--- src/rtl/shift_sequencer.sv ---
// rtl/shift_sequencer.sv - command sequencer driving a reg_shifter datapath.
// Turns load/shift/read commands into per-cycle register-file strobes and returns the result.
module shift_sequencer #(
  parameter int WIDTH  = 16,
  parameter int ADDR_W = 3,
  parameter int AMT_W  = 4
) (
  input  logic              clk,
  input  logic              reset,
  input  logic              cmd_valid,
  output logic              cmd_ready,
  input  logic [1:0]        cmd_op,
  input  logic [ADDR_W-1:0] cmd_reg,
  input  logic [AMT_W-1:0]  cmd_amt,
  input  logic [WIDTH-1:0]  cmd_data,
  output logic              busy,
  output logic              done,
  output logic [WIDTH-1:0]  result,
  output logic              rs_wr,
  output logic              rs_shift,
  output logic              rs_shift_dir,
  output logic [ADDR_W-1:0] rs_rd_addr_a,
  output logic [ADDR_W-1:0] rs_wr_addr,
  output logic [WIDTH-1:0]  rs_d_in,
  input  logic [WIDTH-1:0]  rs_d_out_a
);

  typedef enum logic [1:0] {IDLE, LOAD, SHIFT, CAPT} state_e;

  state_e              state_q, state_d;
  logic                dir_q, dir_d;
  logic [ADDR_W-1:0]   reg_q, reg_d;
  logic [AMT_W-1:0]    cnt_q, cnt_d;
  logic [WIDTH-1:0]    data_q, data_d;
  logic [WIDTH-1:0]    result_q, result_d;
  logic                done_q, done_d;

  always_ff @(posedge clk) begin
    if (!reset) begin
      state_q  <= IDLE;
      dir_q    <= 1'b0;
      reg_q    <= '0;
      cnt_q    <= '0;
      data_q   <= '0;
      result_q <= '0;
      done_q   <= 1'b0;
    end else begin
      state_q  <= state_d;
      dir_q    <= dir_d;
      reg_q    <= reg_d;
      cnt_q    <= cnt_d;
      data_q   <= data_d;
      result_q <= result_d;
      done_q   <= done_d;
    end
  end

  always_comb begin
    state_d      = state_q;
    dir_d        = dir_q;
    reg_d        = reg_q;
    cnt_d        = cnt_q;
    data_d       = data_q;
    result_d     = result_q;
    done_d       = 1'b0;
    cmd_ready    = 1'b0;
    busy         = 1'b1;
    rs_wr        = 1'b0;
    rs_shift     = 1'b0;
    rs_shift_dir = 1'b0;
    rs_rd_addr_a = '0;
    rs_wr_addr   = '0;
    rs_d_in      = '0;

    case (state_q)
      IDLE: begin
        cmd_ready = 1'b1;
        busy      = 1'b0;
        if (cmd_valid) begin
          dir_d  = cmd_op[1];
          reg_d  = cmd_reg;
          cnt_d  = cmd_amt;
          data_d = cmd_data;
          if (cmd_op == 2'b00) begin
            state_d = LOAD;
          end else if (cmd_op != 2'b11 && cmd_amt != '0) begin
            state_d = SHIFT;
          end else begin
            state_d = CAPT;
          end
        end
      end
      LOAD: begin
        rs_wr      = 1'b1;
        rs_wr_addr = reg_q;
        rs_d_in    = data_q;
        state_d    = CAPT;
      end
      SHIFT: begin
        // One bit per cycle; the datapath shifts the register addressed by wr_addr in place.
        rs_shift     = 1'b1;
        rs_shift_dir = dir_q;
        rs_rd_addr_a = reg_q;
        rs_wr_addr   = reg_q;
        cnt_d        = cnt_q - 1'b1;
        if (cnt_q == AMT_W'(1)) begin
          state_d = CAPT;
        end
      end
      CAPT: begin
        rs_rd_addr_a = reg_q;
        result_d     = rs_d_out_a;
        done_d       = 1'b1;
        state_d      = IDLE;
      end
      default: state_d = IDLE;
    endcase
  end

  assign done   = done_q;
  assign result = result_q;

endmodule

--- config.mk ---
export PLATFORM = sky130hd
export DESIGN_NAME = shift_sequencer
export DESIGN_NICKNAME = d
export VERILOG_FILES = /design/src/rtl/shift_sequencer.sv
export SDC_FILE = /design/constraint.sdc
export NUM_CORES = 1
export LEC_CHECK = 0
export CAP_MARGIN = 10
export CELL_PAD_IN_SITES_DETAIL_PLACEMENT = 1
export CELL_PAD_IN_SITES_GLOBAL_PLACEMENT = 1
export CORE_MARGIN = 3
export CORE_UTILIZATION = 32
export DETAILED_ROUTE_END_ITERATION = 6
export GPL_TIMING_DRIVEN = 0
export PLACE_DENSITY_LB_ADDON = 0.1
export SYNTH_ARGS = -nofsm -noshare
export SYNTH_HDL_FRONTEND = slang
export SYNTH_SLANG_ARGS = --single-unit
--- constraint.sdc ---
create_clock -name clk -period 3.9 [get_ports clk]
set_input_delay 0.39 -clock clk [delete_from_list [all_inputs] [get_ports clk]]
set_output_delay 0.39 -clock clk [all_outputs]
set_load 0.01 [all_outputs]
# ---- Word level (Yosys, flattened, before mapping)
# Index checks and enable logic that the tools add are counted.
dict set report totals {
  inputBits 44
  reg_bits 43
}
dict set report op_classes {
  n_reduce_logical 10
  addsub 1
  eq_ne 7
  n_mux 16
}
# cell n
set op_table {}
lappend op_table {{16-bit two-way mux} 1}
lappend op_table {{2-bit one-hot mux with 4 select lines} 1}
lappend op_table {{4-bit one-hot mux with 2 select lines} 1}
lappend op_table {{1-bit two-way mux} 7}
lappend op_table {{2-bit two-way mux} 3}
lappend op_table {{3-bit two-way mux} 2}
lappend op_table {{2-bit inequality test (second input constant)} 3}
lappend op_table {{2-bit AND reduction} 3}
lappend op_table {{2-bit == test (second input constant)} 2}
lappend op_table {{4-bit by 1-bit == test with 1-bit output (second input constant)} 1}
lappend op_table {{2-bit logical NOT} 2}
lappend op_table {{4-bit two-way mux} 1}
lappend op_table {{4-bit nonzero test} 1}
lappend op_table {{2-bit OR reduction} 2}
lappend op_table {{4-bit by 1-bit subtractor with 4-bit output (second input constant)} 1}
lappend op_table {{2-bit by 1-bit == test with 1-bit output (second input constant)} 1}
lappend op_table {{2-bit nonzero test} 1}
lappend op_table {{1-bit logical AND} 1}

# ---- Longest topological paths before layout
dict set report depth {
  ltp_word 6
  mapped_depth 7
}

# ---- Worst setup path before layout
# No wires, ideal clock.
dict set report synth_timing {
  path_type {flip-flop to output port}
  start {reg state_q[0]}
  end {out rs_rd_addr_a[0]}
  setup_slack_ns 2.370
  arrival_ns 1.140
  stages_incl_launch_ff 6
  path_buffers 2
  path_cell_list {dfxtp_1 ha_1 buf_4 buf_4 nor2_1 nor2b_1}
}
dict set report synth_via {
  elab_chain_len 3
}
# element line_no
set synth_lines {}
lappend synth_lines {{start, declared} 30} ;# state_e state_q, state_d;
lappend synth_lines {{start signal, assigned} 48} ;# state_q <= state_d;
lappend synth_lines {{2-bit == test} 75} ;# case (state_q)
lappend synth_lines {{2-bit OR reduction (no source line) (*)} --}
lappend synth_lines {{3-bit two-way mux (*)} 75}
lappend synth_lines {{end, declared} 22} ;# output logic [ADDR_W-1:0] rs_rd_addr_a,
# Mark *: on every way between the ends. The rest lies on a longest branch, timed or not.

# ---- Worst setup path after layout
dict set report layout_timing {
  start {reg state_q[1]}
  end {out rs_d_in[13]}
}
dict set report layout_via {
  elab_chain_len 2
}
# element line_no
set layout_lines {}
lappend layout_lines {{2-bit by 1-bit == test with 1-bit output} 75}
lappend layout_lines {{16-bit two-way mux} 75}
lappend layout_lines {{end, declared} 24} ;# output logic [WIDTH-1:0] rs_d_in,
# No other way between the ends.

==> impl_metrics.tcl <==
set metrics [dict create \
    die_width_um 84.4 \
    ctsResizeCount 0 \
    path_buf_inv 3 \
    netlist_instances 223 \
    cts_setup_buffers 0 \
    grt_pass1_vias 1791 \
    final_cell_mix "87 x clkdlybuf4s50_1, 46 x nand2_1, 43 x dfxtp_1" \
    ys_ff_latch 43 \
    fin_util_pct 52.8 \
    post-route-min-period_ns 2.57 \
    tns_ns 0 \
    vias 1798 \
    drt-initial-drc-count 32 \
    wl_per_cell_um 13.6 \
    firstDrtPassIters 2 \
    cp_top_family "buffers and inverters" \
    cp_cell_sequence "inv_1 > ha_1 > clkbuf_1 > and2_1 > clkdlybuf4s50_1" \
    startpoint_type "flop" \
    rows 27 \
    nNetsFinal 368 \
    hold_viol_final 0 \
    relSlewSlack_pct 69.4 \
    ir_worst_vdd_uv 251 \
    critPathKind "reg2out" \
    met3_length_um 342 \
    clk-insertion-delay-late_ns 0.29 \
    powerDensity_nw_per_um2 478 \
    leakagePower_nw 1.09 \
    cts_tree "built" \
    ios 88 \
    critPathSlowestCell "clkdlybuf4s50_1" \
    synth_nets 274 \
    final_cells 390 \
    worstPathArrival_ns 2.18 \
    grt_overflow 0 \
    cts_buffers 5 \
    syn_area_per_cell_um2 8.81 \
    clock-root-buffer "clkbuf_8" \
    drc 0 \
    r2r_setup_slack_ns 2.23 \
    dpl_cell_area_um2 2930 \
    wl_um 5290 \
    worstPathRequired_ns 3.51 \
    floorplan.initialDensity_pct 34.4 \
    cts_hold_buf 0 \
    slew_viol_final 0 \
    io_buffers 87 \
    placed_cells 382 \
    antennaDiodeCount 0 \
    drive_above_1_share_pct 3.77 \
    cts.path.max_buffers 2 \
    cts.sinks 43 \
    syn_area_um2 1970 \
    layout_commonest_cell "clkdlybuf4s50_1" \
    die_area_um2 7120 \
    grt_pass1_wl_um 8870 \
    final-setup-viol-count 0 \
    track_usage_pct 15.3 \
    holdWs_ns 0.461 \
    worst_pin_slew_ns 0.454 \
    viasPerCell 4.61 \
    clkTransAtPathRegs_ns 0.08 \
    area_growth_pct 53.2 \
    fin_skew_ns 0.00579 \
    ant_nets 0 \
    dp_hpwl_um 4160 \
    dr_wl_met2_um 2500 \
    top_layer "met4" \
    setup_slack_ns 1.34 \
    htree_levels 2 \
    finalCritPeriodShare_pct 65.8 \
    pre_cts_slack_ns 1.64 \
    ys_types 27 \
    yosys_warnings 0 \
    die_h_um 84.4 \
    fp.coreArea_um2 5710 \
    status "completed" \
    power.total_mw 1.44 \
    hold_class "reg2reg" \
    final_cell_area_um2 3010 \
    antenna_found_initial 0 \
    ys_seq_area_share_pct 43.8 \
    fmax_mhz 390 \
    grt_max_degree 14 \
    met1_length_um 2400 \
    cp-end-kind "output pin" \
    rsz0062_at_grt "no" \
    slowest_delay_ns 0.54 \
    max_cap_viol_count 0 \
    crit_fanout 10 \
    globalplace.congestion 0.803 \
]
==> synth_stat cells <==
library cell  count  area, µm²
inv_1             6       22.5
o31ai_1           1       7.51
buf_2             3       15.0
o2bb2ai_1         1       8.76
mux2i_1          17        170
and2_1           22        138
clkbuf_1          7       26.3
a21oi_1           3       15.0
xor2_1            1       8.76
nor2_1            4       15.0
nand3_1           1       5.00
or3_1             1       6.26
or4_1             1       7.51
a21boi_1          1       7.51
nor3_1            1       5.00
nor2b_1          22        138
a21boi_0         22        165
o22a_1            1       8.76
buf_4             2       15.0
o21ai_0           6       30.0
nand2_1          46        173
dfxtp_1          43        861
ha_1              7       87.6
and2_0            1       6.26
nand4b_1          1       8.76
nor3b_1           1       7.51
o211ai_1          1       7.51
==> routing by layer <==
metal	vias to the layer above	global-route usage (%)
met4	0	2.59
met1	837	19.9
met2	48	24.7
met3	4	5.89
met5	-	0
li1	909	-
==> tightest hold or removal path, delay by kind of cell, from the launching register on <==
family          cells  cell delay (ns)
flops               1             0.31
compound gates      1             0.06
simple gates        1             0.04
==> area by class of cell <==
class | instances | area, µm²
buffer | 12 | 56.3
clock buffer | 6 | 72.6
clock inverter | 2 | 12.5
fill | 681 | 2700
inverter | 6 | 22.5
multi-input combinational | 162 | 1030
sequential | 43 | 861
tap | 72 | 90.1
timing repair buffer | 87 | 871
==> final timing paths <==
kind,start,to,cells after the start
worst min register to register,data_q[2],data_q[2],2
worst max register to register,state_q[0],cnt_q[2],6
worst max-delay path,state_q[1],rs_d_in[13],5
worst min-delay path,data_q[2],data_q[2],2
==> registers in the layout, summed over array words and instances (netlist names) <==
| signal | count |
|---|---|
| data_q | 16 |
| done | 1 |
| state_q | 2 |
| cnt_q | 4 |
| dir_q | 1 |
| reg_q | 3 |
| result | 16 |
==> power breakdown <==
group | leakage [nW] | internal, mW | switching, mW
registers | 0.351 | 0.509 | 0.0416
clock network | 0.0412 | 0.125 | 0.151
logic | 0.694 | 0.291 | 0.322
total | 1.09 | 0.926 | 0.515
==> kinds of logic after synthesis <==
group	after synthesis	share of synthesized area, %
multiplexers	17	8.66
XOR/XNOR	1	0.446
AND/OR/NAND/NOR	101	25.9
AO/OA/AOI/OAI	36	12.7
flip-flops	43	43.8
buffers and inverters	18	4.01
adder cells (fa/ha/maj)	7	4.46
Note: power is estimated with default switching activity, not from simulation.
